### src/rtl/cva5_types.sv
// Shared types for the issue stage: the queued-instruction record and
// the helpers that work out a head entry's pre-issue exception.
package cva5_types;

   // Upper bounds on the configurable widths an entry can carry.
   localparam int IQ_MAX_UNITS  = 16;
   localparam int IQ_MAX_RS     = 3;
   localparam int IQ_MAX_PHYS_W = 8;
   localparam int IQ_MAX_ID_W   = 8;

   localparam logic [31:0] ECALL_INSTR      = 32'h0000_0073;
   localparam logic [31:0] EBREAK_INSTR     = 32'h0010_0073;
   localparam logic [4:0]  ECODE_BREAKPOINT = 5'd3;
   localparam logic [4:0]  ECODE_ILLEGAL    = 5'd2;

   typedef struct packed {
      logic [IQ_MAX_ID_W-1:0]                    id;
      logic [31:0]                               pc;
      logic [31:0]                               instruction;
      logic [IQ_MAX_UNITS-1:0]                   unit_needed;
      logic [IQ_MAX_RS-1:0]                      uses_rs;
      logic [IQ_MAX_RS-1:0][IQ_MAX_PHYS_W-1:0]   phys_rs_addr;
      logic                                      uses_rd;
      logic [IQ_MAX_PHYS_W-1:0]                  phys_rd_addr;
      logic                                      exc;
      logic [4:0]                                ecode;
      logic [31:0]                               tval;
   } issue_queue_entry_t;

   // ECALL's privilege-dependent code arrives from decode on the fetch-code lines.
   function automatic logic [4:0] iq_exc_code(input logic fetch_ok, input logic [4:0] fetch_code,
                                              input logic [31:0] instr);
      if (!fetch_ok || instr == ECALL_INSTR)
         return fetch_code;
      else if (instr == EBREAK_INSTR)
         return ECODE_BREAKPOINT;
      else
         return ECODE_ILLEGAL;
   endfunction

   function automatic logic [31:0] iq_exc_tval(input logic fetch_ok, input logic [31:0] pc,
                                               input logic [31:0] instr);
      if (!fetch_ok || instr == EBREAK_INSTR)
         return pc;
      else if (instr == ECALL_INSTR)
         return 32'd0;
      else
         return instr;
   endfunction

endpackage

### src/rtl/issue_queue_fifo.sv
// Circular entry store for the issue queue: pointers, occupancy count and
// payload memory, exposing the head entry combinationally.
module issue_queue_fifo
   import cva5_types::*;
#(
   parameter int DEPTH = 4,
   parameter int CNT_W = $clog2(DEPTH + 1)
) (
   input  logic               clk,
   input  logic               rst,
   input  logic               i_push,
   input  logic               i_pop,
   input  logic               i_flush,
   input  issue_queue_entry_t i_wr_entry,
   output issue_queue_entry_t o_head,
   output logic [CNT_W-1:0]   o_count,
   output logic               o_full
);

   localparam int PTR_W = $clog2(DEPTH);
   localparam logic [CNT_W-1:0] FULL_CNT = CNT_W'(DEPTH);

   issue_queue_entry_t r_mem [DEPTH];
   logic [PTR_W-1:0]   r_wr_ptr;
   logic [PTR_W-1:0]   r_rd_ptr;
   logic [CNT_W-1:0]   r_count;

   // DEPTH is a power of two, so the pointers wrap naturally.
   always_ff @(posedge clk) begin
      if (rst || i_flush) begin
         r_wr_ptr <= '0;
         r_rd_ptr <= '0;
         r_count  <= '0;
      end else begin
         if (i_push)
            r_wr_ptr <= r_wr_ptr + 1'b1;
         if (i_pop)
            r_rd_ptr <= r_rd_ptr + 1'b1;
         case ({i_push, i_pop})
            2'b10:   r_count <= r_count + 1'b1;
            2'b01:   r_count <= r_count - 1'b1;
            default: r_count <= r_count;
         endcase
      end
   end

   always_ff @(posedge clk) begin
      if (i_push)
         r_mem[r_wr_ptr] <= i_wr_entry;
   end

   assign o_head  = r_mem[r_rd_ptr];
   assign o_count = r_count;
   assign o_full  = (r_count == FULL_CNT);

endmodule

### src/rtl/issue_queue.sv
// In-order issue queue between decode and the execution units: buffers
// decoded instructions, issues the head when operands and unit are ready.
module issue_queue
   import cva5_types::*;
#(
   parameter int DEPTH       = 4,
   parameter int NUM_UNITS   = 8,
   parameter int NUM_RS      = 2,
   parameter int PHYS_ADDR_W = 6,
   parameter int ID_W        = 3
) (
   input  logic                          clk,
   input  logic                          rst,
   input  logic                          decode_valid,
   output logic                          decode_ready,
   input  logic [ID_W-1:0]               decode_id,
   input  logic [31:0]                   decode_pc,
   input  logic [31:0]                   decode_instruction,
   input  logic [NUM_UNITS-1:0]          decode_unit_needed,
   input  logic [NUM_RS-1:0]             decode_uses_rs,
   input  logic [NUM_RS*PHYS_ADDR_W-1:0] decode_phys_rs_addr,
   input  logic                          decode_uses_rd,
   input  logic [PHYS_ADDR_W-1:0]        decode_phys_rd_addr,
   input  logic                          decode_fetch_ok,
   input  logic [4:0]                    decode_fetch_code,
   output logic [NUM_RS*PHYS_ADDR_W-1:0] head_phys_rs_addr,
   input  logic [NUM_RS-1:0]             rs_inuse,
   input  logic [NUM_UNITS-1:0]          unit_ready,
   output logic [NUM_UNITS-1:0]          new_request,
   output logic [ID_W-1:0]               issue_id,
   output logic [31:0]                   issue_pc,
   output logic [PHYS_ADDR_W-1:0]        issue_phys_rd_addr,
   output logic                          issue_uses_rd,
   output logic                          instruction_issued,
   input  logic                          issue_hold,
   input  logic                          fetch_flush,
   output logic                          exception_valid,
   output logic [4:0]                    exception_code,
   output logic [31:0]                   exception_pc,
   output logic [31:0]                   exception_tval,
   output logic [$clog2(DEPTH+1)-1:0]    occupancy
);

   localparam int CNT_W = $clog2(DEPTH + 1);

   issue_queue_entry_t w_new_entry;
   issue_queue_entry_t w_head;
   logic               w_push;
   logic               w_full;
   logic               w_head_valid;
   logic [NUM_RS-1:0]  w_operand_ready;
   logic               w_issue_ok;
   logic               w_exc_raise;
   logic [CNT_W-1:0]   w_count;
   logic               w_unused;

   logic               r_exc_valid;
   logic [4:0]         r_exc_code;
   logic [31:0]        r_exc_pc;
   logic [31:0]        r_exc_tval;

   // Exception classification happens once, at push, so the head path stays short.
   always_comb begin
      w_new_entry                               = '0;
      w_new_entry.id[ID_W-1:0]                  = decode_id;
      w_new_entry.pc                            = decode_pc;
      w_new_entry.instruction                   = decode_instruction;
      w_new_entry.unit_needed[NUM_UNITS-1:0]    = decode_unit_needed;
      w_new_entry.uses_rs[NUM_RS-1:0]           = decode_uses_rs;
      for (int i = 0; i < NUM_RS; i++)
         w_new_entry.phys_rs_addr[i][PHYS_ADDR_W-1:0] = decode_phys_rs_addr[i*PHYS_ADDR_W +: PHYS_ADDR_W];
      w_new_entry.uses_rd                       = decode_uses_rd;
      w_new_entry.phys_rd_addr[PHYS_ADDR_W-1:0] = decode_phys_rd_addr;
      w_new_entry.exc   = ~|decode_unit_needed | ~decode_fetch_ok;
      w_new_entry.ecode = iq_exc_code(decode_fetch_ok, decode_fetch_code, decode_instruction);
      w_new_entry.tval  = iq_exc_tval(decode_fetch_ok, decode_pc, decode_instruction);
   end

   assign decode_ready = ~w_full | instruction_issued;
   assign w_push       = decode_valid & decode_ready & ~fetch_flush;

   issue_queue_fifo #(
      .DEPTH (DEPTH),
      .CNT_W (CNT_W)
   ) u_fifo (
      .clk        (clk),
      .rst        (rst),
      .i_push     (w_push),
      .i_pop      (instruction_issued),
      .i_flush    (fetch_flush),
      .i_wr_entry (w_new_entry),
      .o_head     (w_head),
      .o_count    (w_count),
      .o_full     (w_full)
   );

   assign occupancy    = w_count;
   assign w_head_valid = (w_count != '0);

   always_comb begin
      head_phys_rs_addr = '0;
      w_operand_ready   = '0;
      for (int i = 0; i < NUM_RS; i++) begin
         head_phys_rs_addr[i*PHYS_ADDR_W +: PHYS_ADDR_W] = w_head.phys_rs_addr[i][PHYS_ADDR_W-1:0];
         w_operand_ready[i] = ~rs_inuse[i] | ~w_head.uses_rs[i];
      end
   end

   assign w_issue_ok = w_head_valid & (&w_operand_ready) & ~issue_hold & ~w_head.exc & ~fetch_flush;
   assign new_request        = {NUM_UNITS{w_issue_ok}} & w_head.unit_needed[NUM_UNITS-1:0] & unit_ready;
   assign instruction_issued = |new_request;

   assign issue_id           = w_head.id[ID_W-1:0];
   assign issue_pc           = w_head.pc;
   assign issue_phys_rd_addr = w_head.phys_rd_addr[PHYS_ADDR_W-1:0];
   assign issue_uses_rd      = w_head.uses_rd;

   // The faulting entry is never popped; it waits at the head for the flush.
   assign w_exc_raise = w_head_valid & w_head.exc & ~issue_hold & ~fetch_flush & ~r_exc_valid;

   always_ff @(posedge clk) begin
      if (rst)
         r_exc_valid <= 1'b0;
      else
         r_exc_valid <= w_exc_raise;
   end

   always_ff @(posedge clk) begin
      if (w_exc_raise) begin
         r_exc_code <= w_head.ecode;
         r_exc_pc   <= w_head.pc;
         r_exc_tval <= w_head.tval;
      end
   end

   assign exception_valid = r_exc_valid;
   assign exception_code  = r_exc_code;
   assign exception_pc    = r_exc_pc;
   assign exception_tval  = r_exc_tval;

   // Fields carried for width-generic storage but not consumed at the head.
   assign w_unused = ^w_head;

endmodule

### config.mk
export PLATFORM = sky130hd
export DESIGN_NAME = issue_queue
export DESIGN_NICKNAME = d
export VERILOG_FILES = /design/src/rtl/cva5_types.sv /design/src/rtl/issue_queue_fifo.sv /design/src/rtl/issue_queue.sv
export SDC_FILE = /design/constraint.sdc
export NUM_CORES = 1
export LEC_CHECK = 0
export BUFFER_PORTS_ARGS = -buffer_cell sky130_fd_sc_hd__buf_2
export CORE_ASPECT_RATIO = 1.1
export CORE_MARGIN = 10
export CORE_UTILIZATION = 33
export CTS_CLUSTER_DIAMETER = 80
export CTS_CLUSTER_SIZE = 14
export DETAILED_ROUTE_END_ITERATION = 12
export PLACE_DENSITY = 0.55
export SETUP_SLACK_MARGIN = 0.02
export SLEW_MARGIN = 10
export SYNTH_ARGS = -nofsm -noshare
export SYNTH_HDL_FRONTEND = slang
export SYNTH_SLANG_ARGS = --single-unit
### constraint.sdc
create_clock -name clk -period 12.7 [get_ports clk]
set_clock_uncertainty 0.2 [all_clocks]
set_input_delay 2.54 -clock clk [delete_from_list [all_inputs] [get_ports clk]]
set_output_delay 2.54 -clock clk [all_outputs]
set_load 0.005 [all_outputs]
==> key figures, run 1 <==
Run status
  – Status: finished, final reports clean

Clock network
  – Hold Buf Count CTS: 0
  – Skew-Pair Late Insertion Delay: 0.56 ns
  – Root Driver: clkbuf_16
  – Post-CTS Setup Inserts: 0
  – CTS Sinks: 487
  – Clk pin slew, worst setup/hold paths: 0.06 ns
  – Post-cts resize count: 0
  – Htree depth: 2
  – CTS tree: built
  – CTS Buffer Depth: 3
  – Num CTS Buffers: 42

Setup path
  – Crit. End Element: primary output
  – CP Launch Type: primary input
  – CP cell instances: buf_2 > or3_1 > or3_1 > a21oi_4 > or2_2 > buf_2
  – Critical Setup Path Class: in2out
  – Required time at the worst-slack endpoint: 9.96 ns
  – CP max stage delay: 0.54 ns
  – CP bufs+invs: 2
  – Crit-path slowest cell: or3_1
  – CP top delay family: simple AND/OR/NAND/NOR gates
  – Crit path DAT: 4.22 ns
  – Crit-path max FO: 9

STA
  – Max-slew violations: 0
  – Final setup viols: 0
  – Worst slew margin: 0.241
  – Fmax: 144 MHz
  – Pin slew with the least headroom to its limit: 1.13 ns
  – Fin crit period: 6.96 ns
  – Final hold violation count: 0
  – RSZ-0062 raised after global routing: false
  – Fin Setup TNS: 0 ns
  – Final WS setup: 5.74 ns
  – Fin crit share: 0.548

Synthesis
  – Warnings from Yosys: 0
  – Syn Inst Count: 797
  – Syn avg cell area: 22.9 µm²
  – Area contributors post-synth: edfxtp_1 79%, mux4_2 13%, buf_4 2.2%, a22o_1 1.5%, dfxtp_1 1.1%
  – Synth top area share: 0.786
  – Synth cell count leaders: 477 x edfxtp_1, 102 x mux4_2, 53 x buf_4
  – Synth cell types: 38
  – Top-count cell post-synth: edfxtp_1
  – Area of the mapped netlist: 18200 µm²
  – Synth Flop Type: edfxtp_1
  – Sequential fraction of the synthesis area: 0.797
  – Synth Net Count: 920
  – Post-synth EDFFs: 477
  – Synthesized flop and latch total: 487
  – Cell taking the most area after synthesis: edfxtp_1
  – Post-synthesis async set-or-reset flop share: 0

Routing
  – Final WL: 42300 µm
  – Vias per cell: 4.76
  – DRT antenna net count: 0
  – Remaining DRCs: 0
  – Routed WL per cell: 24.0 µm
  – TritonRoute pass-1 iters: 5
  – Drt initial violations: 525
  – Total vias in the final route: 8407

Pwr
  – Internal: 2.46 mW
  – Sequential power share: 0.583
  – Clock Power Share: 0.383
  – Pwr Density: 146 nW/µm²
  – Switching part of the total: 0.202
  – Gate power share: 0.034
  – Switching power: 0.621 mW
  – Peak supply drop: 0.0863 mV
  – Leak: 6.89 nW

Global routing
  – Remaining Overflow, GRT: 0
  – First-pass GRT wire length: 62500 µm
  – Vias in the first global route: 9187
  – Initial antenna violation count: 6
  – GRT Overall Usage: 0.129
  – Largest net degree at the start of global routing: 65

Floorplan
  – DIE AREA: 65000 µm²
  – Die Y: 266 µm
  – Io pins: 254
  – Initial Util: 0.333
  – Chip Width: 244 µm
  – CORE AREA: 54700 µm²
  – Row count: 90

Placement
  – Routability Congestion: 0.701
  – Placed wire-length estimate: 26300 µm
  – Port Buf Inserts: 253
  – DP Worst Slack: 5.74 ns

Final layout
  – Area growth syn-to-layout: 16.0%
  – Nets: 1143
  – Share of layout cells above drive strength 1: 0.415
  – # fillers: 5076

Job
  – Max Cap Viol: 0

Min path
  – HP Class: reg2reg
-- power groups by stage --
stage,clock (mW),combinational (mW),sequential [mW]
2_1_floorplan,0,0.0548,1.83
3_3_place_gp,0,0.106,1.83
3_5_place_dp,0,0.109,1.83
4_1_cts,1.23,0.109,1.79
5_1_grt,1.28,0.117,1.79
6_report,1.18,0.106,1.79
-- flip-flops by register name, summed over array words and instances (netlist names), named ones only --
name	flops
exception_code	5
exception_pc	32
exception_tval	32
exception_valid	1
u_fifo.o_count	3
u_fifo.r_mem	408
u_fifo.r_rd_ptr	2
u_fifo.r_wr_ptr	2
-- layout by cell type (no fill, tap or decap), types with 3 or more instances in the layout --
cell type    n
edfxtp_1   477
buf_2      253
mux4_2     102
clkbuf_16   43
a22o_1      31
nand2_1     14
nor2_1      13
buf_4       10
nor3_1       8
dfxtp_1      8
inv_1        7
nor4_1       5
ha_1         5
and2_4       4
clkinv_1     4
and2_1       3
a21oi_1      3
-- final cells by class --
cell class | count | area [µm²] | share of cell area
antenna | 2 | 5.00 | 0.000237
clock buffer | 45 | 1080 | 0.0513
clock inverter | 8 | 73.8 | 0.00349
inverter | 7 | 26.3 | 0.00124
multi-input combinational | 219 | 3160 | 0.149
sequential | 487 | 14500 | 0.687
tap | 736 | 921 | 0.0436
timing repair buffer | 263 | 1340 | 0.0634
-- worst paths after layout --
kind              slack [ns]  depth (start not counted)          startpoint              endpoint
setup / recovery        5.74                          6         fetch_flush          decode_ready
hold / removal          0.29                          2  u_fifo.r_wr_ptr[0]    u_fifo.r_wr_ptr[0]
setup reg to reg        7.20                          7            register  u_fifo.r_mem[1][106]
hold reg to reg         0.29                          2  u_fifo.r_wr_ptr[0]    u_fifo.r_wr_ptr[0]
-- tightest hold or removal path: stages, from the launching register on --
cell and delay [ns]:
dfxtp_1 0.34, nand2_1 0.06, mux2i_1 0.05
-- stage by stage --
stage                     instance area (µm²)  std cells  hold WS, ns  power [mW]  utilization
after floorplan                         18200        797        0.268        1.88            -
after CTS                               21100       1765        0.299        3.13        0.386
final                                   21100       1767        0.293        3.08        0.386
after global placement                  20000       1712        0.280        1.93        0.365
after detailed placement                20000       1712        0.290        1.94        0.365
after global routing                    21100       1766        0.327        3.20        0.386
-- metal layers --
| layer | up-vias | GRT usage | wire length, µm |
|---|---|---|---|
| li1 | 3684 | - | - |
| met1 | 4413 | 0.159 | 17300 |
| met2 | 237 | 0.220 | 21500 |
| met3 | 67 | 0.0355 | 2560 |
| met4 | 6 | 0.0356 | 933 |
| met5 | - | 0 | 32 |
-- kinds of logic (layout without fill, tap and decap cells) --
group           count (synthesis)  in the layout  share of synthesized area
compound gates                 39             39                     0.0187
xor+xnor                        4              4                    0.00192
fa+ha+maj                       6              6                    0.00453
buf+inv                        91            323                     0.0308
flops                         487            487                      0.797
mux                           106            106                      0.128
other cells                     0              2                          0
simple gates                   64             64                     0.0184
No activity file was read; power rests on OpenSTA's default activity.
==> inputs of run 2 (changes only) <==
Settings changed: PLACE_DENSITY 0.55 to 0.57.
Clock period 12.7 ns to 5.62 ns, I/O delays scaled along.
==> run 2 against run 1 <==
Compared with the run above: combinational power grew 130%; utilization grew 0.23 points; via count shrank 0.79%; critical endpoint unchanged; largest cell class unchanged.
==> key figures, run 2 (synthesis gave the netlist of run 1 again) <==
Setup path
  – Crit path DAT: 3.27 ns (-0.95 ns)
  – Crit-path max FO: 29 (+20)
  – CP cell instances: buf_4 > mux4_2 > nand2_1 > and4_1 > a21oi_4 > or2_2 > buf_2
  – R2R Setup Slk: 1.52 ns (-5.68 ns)
  – Crit-path slowest cell: mux4_2
  – CP Launch Type: register
  – CP max stage delay: 0.63 ns (+0.09 ns)
  – Crit. End Element: primary output
  – Required time at the worst-slack endpoint: 4.30 ns (-5.66 ns)
  – Critical Setup Path Class: reg2out

STA
  – RSZ-0062 raised after global routing: false
  – Fmax: 218 MHz
  – Max-slew violations: 0 (unchanged)
  – Final setup viols: 0 (unchanged)
  – Fin crit period: 4.59 ns
  – Fin crit share: 0.817
  – Fin Setup TNS: 0 ns (unchanged)
  – Final hold violation count: 0 (unchanged)
  – Pin slew with the least headroom to its limit: 1.20 ns (+0.0702 ns)
  – Worst slew margin: 0.193 (-0.0472)

Placement
  – Port Buf Inserts: 253 (unchanged)
  – Routability Congestion: 0.741 (+5.7%)
  – Placed wire-length estimate: 26000 µm (-1.1%)

Pwr
  – Peak supply drop: 0.234 mV (+170%)
  – Leak: 6.94 nW (+0.70%)
  – Pwr Density: 328 nW/µm² (+130%)

Routing
  – Routed WL per cell: 23.5 µm (-2.0%)
  – Final WL: 41700 µm (-1.5%)
  – Total vias in the final route: 8341 (-0.79%)
  – Vias per cell: 4.70 (-1.3%)
  – Drt initial violations: 469 (-11%)
  – TritonRoute pass-1 iters: 4 (-1)
  – Remaining DRCs: 0 (unchanged)
  – DRT antenna net count: 0 (unchanged)

Floorplan
  – Chip Width: 244 µm (unchanged)
  – Initial Util: 0.333 (unchanged)
  – Die Y: 266 µm (unchanged)
  – Io pins: 254 (unchanged)
  – DIE AREA: 65000 µm² (unchanged)
  – CORE AREA: 54700 µm² (unchanged)
  – Row count: 90 (unchanged)

Clock network
  – Htree depth: 2 (unchanged)
  – Num CTS Buffers: 42 (unchanged)
  – Post-cts resize count: 0 (unchanged)
  – Clk pin slew, worst setup/hold paths: 0.06 ns (about the same)
  – Hold Buf Count CTS: 0 (unchanged)
  – CTS Buffer Depth: 3 (unchanged)
  – CTS tree: built
  – CTS Sinks: 487 (unchanged)
  – Root Driver: clkbuf_16
  – Skew-Pair Late Insertion Delay: 0.56 ns (about the same)
  – Post-CTS Setup Inserts: 0 (unchanged)

Global routing
  – Vias in the first global route: 9306 (+1.3%)
  – Remaining Overflow, GRT: 0 (unchanged)
  – Largest net degree at the start of global routing: 103 (+58%)
  – GRT Overall Usage: 0.126 (-0.00282)
  – First-pass GRT wire length: 61400 µm (-1.7%)
  – Initial antenna violation count: 3 (-3)

Run status
  – Status: finished, final reports clean

Final layout
  – Most common cell after layout, fill and taps aside: edfxtp_1
  – Core Util, Final: 0.389 (+0.00226)
  – Nets: 1148 (+0.44%)
  – Area growth syn-to-layout: 16.7%
  – Most flops, register: u_fifo.r_mem
  – Commonest non-fill, non-tap cells in the layout: 477 x edfxtp_1, 253 x buf_2, 102 x mux4_2
  – Max reg flops: 408 (unchanged)
  – Share of layout cells above drive strength 1: 0.419 (+0.00355)

Min path
  – HP Class: reg2reg

Job
  – Max Cap Viol: 0 (unchanged)
## run 2: changes by cell type in the layout (fill, tap and decap cells not counted), moves of 2 or more
cell | before | now
buf_12 | 0 | 5
clkbuf_1 | 2 | 7
clkinv_1 | 4 | 0
inv_6 | 2 | 4
## run 2: final timing paths
kind                           start              endpoint  depth (start not counted)
hold reg to reg   u_fifo.r_wr_ptr[1]    u_fifo.r_wr_ptr[1]                          2
hold / removal    u_fifo.r_wr_ptr[1]    u_fifo.r_wr_ptr[1]                          2
setup / recovery            register          decode_ready                          7
setup reg to reg            register  u_fifo.r_mem[0][106]                          7
## run 2: stage by stage
step                setup WS (ns)  instance area, µm²  cells  hold slack [ns]  power, mW
floorplan                  0.0137               18200    797            0.268       4.26
global placement             1.29               20100   1717            0.284       4.37
detailed placement           1.24               20100   1717            0.295       4.38
CTS                         0.855               21300   1773            0.303       7.08
global route                0.760               21300   1775            0.337       7.23
finish                       1.03               21300   1776            0.299       6.97
## run 2: layout make-up
cell class	count	area [µm²]
Antenna cell	3	7.51
Clock buffer	50	1100
Clock inverter	6	70.1
Fill cell	4990	33500
Inverter	7	26.3
Multi-Input combinational cell	219	3170
Sequential cell	487	14500
Tap cell	736	921
Timing Repair Buffer	268	1440
## run 2: layer usage
| metal | share of wire | GRT usage | wire length (µm) | vias up |
|---|---|---|---|---|
| met5 | 0.00031 | 0 | 13 | - |
| met4 | 0.021 | 0.0361 | 875 | 2 |
| met3 | 0.060 | 0.0331 | 2480 | 51 |
| met2 | 0.49 | 0.209 | 20400 | 226 |
| met1 | 0.43 | 0.161 | 17900 | 4368 |
| li1 | - | - | - | 3694 |
## run 2: power breakdown
part	switching (mW)	leakage, nW	internal [mW]	total, mW
Sequential	0.0110	4.42	4.04	4.05
Combinational	0.145	1.95	0.0989	0.244
Clock	1.24	0.574	1.43	2.67
## run 2: critical path, delay by kind of cell (launching register included)
kind / cells / cell delay, ns
muxes: 1 / 0.63
and+or+nand+nor: 3 / 0.65
buffers and inverters: 2 / 0.71
AOI/OAI and AO/OA: 1 / 0.10
DFF: 1 / 0.61
==> inputs of run 3 (changes only) <==
Settings changed: ABC_AREA set to 1, PLACE_DENSITY 0.57 to 0.56.
Clock period 5.62 ns to 3.9 ns, I/O delays scaled along.
==> run 3 against run 2 <==
Compared with the run above: cell count grew 30%; sequential share of layout area down 1.8 points; critical endpoint is now issue_pc[31]; routed wire length rose by 18%; flip-flop and latch count unchanged; clock power grew 49%; worst hold slack worse by 0.093 ns; via count grew 35%; area after synthesis up 3.2%; global-route usage increased by 1.7 points; first-iteration DRC count up 79%; critical path depth fell by 3.
==> key figures, run 3 <==
Synthesis
  – Post-synthesis async set-or-reset flop share: 0 (unchanged)
  – Synth top area share: 0.762 (-0.0245)
  – Area of the mapped netlist: 18800 µm² (+3.2%)
  – Cell taking the most area after synthesis: edfxtp_1
  – Synth cell types: 31 (-18%)
  – Synth cell count leaders: 477 x edfxtp_1, 230 x nor2_1, 215 x o21ai_0
  – Synth Flop Type: edfxtp_1
  – Syn Inst Count: 1363 (+71%)
  – Post-synth EDFFs: 477 (unchanged)
  – Synth Net Count: 1486 (+62%)
  – Area contributors post-synth: edfxtp_1 76%, o21ai_0 5.7%, nor2_1 4.6%, o22ai_1 3.2%, buf_4 2.2%
  – Top-count cell post-synth: edfxtp_1
  – Syn avg cell area: 13.8 µm² (-40%)
  – Sequential fraction of the synthesis area: 0.772 (-0.0249)
  – Synthesized flop and latch total: 487 (unchanged)
  – Warnings from Yosys: 0 (unchanged)

STA
  – Fin crit period: 3.68 ns
  – RSZ-0062 raised after global routing: false
  – Final WS setup: 0.217 ns (-0.813 ns)
  – Final setup viols: 0 (unchanged)
  – Fmax: 272 MHz
  – Worst slew margin: 0.396 (+0.203)
  – Pin slew with the least headroom to its limit: 0.905 ns (-0.295 ns)
  – Fin crit share: 0.944
  – Max-slew violations: 0 (unchanged)
  – Final hold violation count: 0 (unchanged)

Routing
  – Final WL: 49400 µm (+18%)
  – Remaining DRCs: 0 (unchanged)
  – Drt initial violations: 838 (+79%)
  – Total vias in the final route: 11.3k (+35%)
  – Routed WL per cell: 21.4 µm (-9.0%)
  – TritonRoute pass-1 iters: 5 (+1)
  – Vias per cell: 4.87 (+3.7%)
  – DRT antenna net count: 0 (unchanged)

Setup path
  – CP max stage delay: 0.65 ns (+0.02 ns)
  – Required time at the worst-slack endpoint: 2.92 ns (-1.38 ns)
  – CP bufs+invs: 2 (unchanged)
  – CP cell instances: buf_4 > o21ai_0 > o22ai_1 > buf_2
  – R2R Setup Slk: 0.58 ns (-0.94 ns)
  – Crit path DAT: 2.70 ns (-0.57 ns)
  – Reg2reg path depth: 17 (+10)
  – CP top delay family: buffers and inverters
  – Critical Setup Path Class: reg2out
  – Crit-path slowest cell: buf_4
  – Crit. End Element: primary output
  – Crit-path max FO: 76 (+160%)
  – Worst r2r dst: u_fifo.o_count[2]
  – CP Launch Type: register

Final layout
  – Commonest non-fill, non-tap cells in the layout: 477 x edfxtp_1, 253 x buf_2, 225 x nor2_1
  – Max reg flops: 408 (unchanged)
  – Core Util, Final: 0.388 (about the same)
  – Nets: 1677 (+46%)
  – Share of layout cells above drive strength 1: 0.223 (-0.195)
  – # fillers: 5384 (+7.9%)
  – Area growth syn-to-layout: 16.1%
  – Most common cell after layout, fill and taps aside: edfxtp_1
  – Most flops, register: u_fifo.r_mem

Placement
  – Placed wire-length estimate: 30300 µm (+17%)
  – DP Worst Slack: 0.319 ns (-0.919 ns)
  – Routability Congestion: 0.777 (+4.9%)
  – Port Buf Inserts: 253 (unchanged)

Pwr
  – Internal: 8.12 mW (+46%)
  – Clock Power Share: 0.388 (+0.005)
  – Switching power: 2.11 mW (+51%)
  – Peak supply drop: 0.273 mV (+17%)
  – Gate power share: 0.039 (+0.004)
  – Pwr Total: 10.2 mW (+47%)
  – Sequential power share: 0.573 (-0.009)
  – Switching part of the total: 0.206 (+0.00565)
  – Pwr Density: 469 nW/µm² (+43%)
  – Leak: 7.69 nW (+11%)

Min path
  – HP Class: in2reg
  – Beginning of the worst hold path: rst
  – Hold path depth: 2 (unchanged)
  – Hold path endpoint: exception_valid

Clock network
  – Root Driver: clkbuf_16
  – Skew-Pair Late Insertion Delay: 0.57 ns (about the same)
  – CTS Sinks: 487 (unchanged)
  – CTS Buffer Depth: 3 (unchanged)
  – Post-CTS Setup Inserts: 0 (unchanged)
  – CTS tree: built
  – Num CTS Buffers: 42 (unchanged)
  – Clk pin slew, worst setup/hold paths: 0.06 ns (about the same)
  – Hold Buf Count CTS: 0 (unchanged)
  – Htree depth: 2 (unchanged)

Job
  – Max Cap Viol: 0 (unchanged)

Floorplan
  – Initial Util: 0.334 (+0.00144)
  – Io pins: 254 (unchanged)
  – Die Y: 270 µm (+1.5%)
  – DIE AREA: 66900 µm² (+3.0%)
  – Row count: 91 (+1.1%)
  – Chip Width: 248 µm (+1.5%)
  – CORE AREA: 56200 µm² (+2.8%)

Run status
  – Status: finished, final reports clean

Global routing
  – Remaining Overflow, GRT: 0 (unchanged)
  – Initial antenna violation count: 6 (+3)
  – Largest net degree at the start of global routing: 107 (+3.9%)
  – GRT Overall Usage: 0.143 (+0.0169)
  – First-pass GRT wire length: 72200 µm (+18%)
  – Vias in the first global route: 11.1k (+19%)
[run 3: cell count changes after synthesis, moves of 8 or more]
cell,previous run,this run
nor2_1,13,230
o21ai_0,1,215
mux4_2,102,0
o22ai_1,0,95
nand2_1,15,93
inv_1,7,51
clkbuf_1,16,50
a22o_1,31,0
nand3_1,1,11
a21oi_1,3,11
o21ai_1,0,8
[run 3: metal layers]
layer | wire [µm] | share of wire | vias to the layer above | GRT usage
met3 | 2600 | 0.053 | 67 | 0.0297
li1 | - | - | 5284 | -
met4 | 1150 | 0.023 | 4 | 0.0417
met5 | 25 | 0.00051 | - | 0
met1 | 21500 | 0.44 | 5604 | 0.184
met2 | 24100 | 0.49 | 300 | 0.239
[run 3: cell families after synthesis]
logic type,after synthesis,share of synthesized area
buffers and inverters,179,0.0507
flip-flops,487,0.772
AND/OR/NAND/NOR,356,0.0757
multiplexers,2,0.00120
adder cells (fa/ha/maj),6,0.00439
AO/OA/AOI/OAI,333,0.0957
[run 3: final cells by class]
class | instances | area (µm²) | share of cell area
antenna | 3 | 7.51 | 0.000344
clock buffer | 46 | 1070 | 0.0488
clock inverter | 8 | 146 | 0.00670
inverter | 52 | 201 | 0.00923
multi-input combinational | 697 | 3370 | 0.155
sequential | 487 | 14500 | 0.665
tap | 744 | 931 | 0.0426
timing repair buffer | 274 | 1580 | 0.0723
[run 3: how the worst max path moves through the flow]
stage / start / end / slack, ns / depth (start not counted)
2_1_floorplan: issue_hold / u_fifo.r_mem[0][0] / -1.11 / 10
3_3_place_gp: decode_instruction[2] / u_fifo.r_mem[1][12] / 0.26 / 11
3_5_place_dp: decode_instruction[2] / u_fifo.r_mem[0][19] / 0.32 / 11
4_1_cts: register / issue_pc[28] / 0.11 / 5
5_1_grt: register / instruction_issued / 0.05 / 9
6_report: register / issue_pc[31] / 0.22 / 4
[run 3: power by group through the flow]
stage | registers, mW | logic, mW | clock network [mW]
2_1_floorplan | 5.98 | 0.200 | 0
3_3_place_gp | 5.97 | 0.403 | 0
3_5_place_dp | 5.98 | 0.410 | 0
4_1_cts | 5.86 | 0.411 | 4.09
5_1_grt | 5.86 | 0.447 | 4.28
6_report | 5.86 | 0.403 | 3.97
[run 3: per-stage QoR]
stage,instances,hold slack [ns],TNS (ns),instance area [µm²]
final,2311,0.206,0,21800
after global routing,2310,0.193,0,21800
after CTS,2308,0.170,0,21800
after detailed placement,2254,0.294,0,20600
after global placement,2254,0.281,0,20600
after floorplan,1363,0.266,-482.47,18800
[run 3: what timing repair did]
| action | in CTS | in global routing |
|---|---|---|
| setup endpoints to repair | 0 | 1 |
| endpoints found under the hold margin | 0 | 0 |
| gates resized for setup | 0 | 1 |
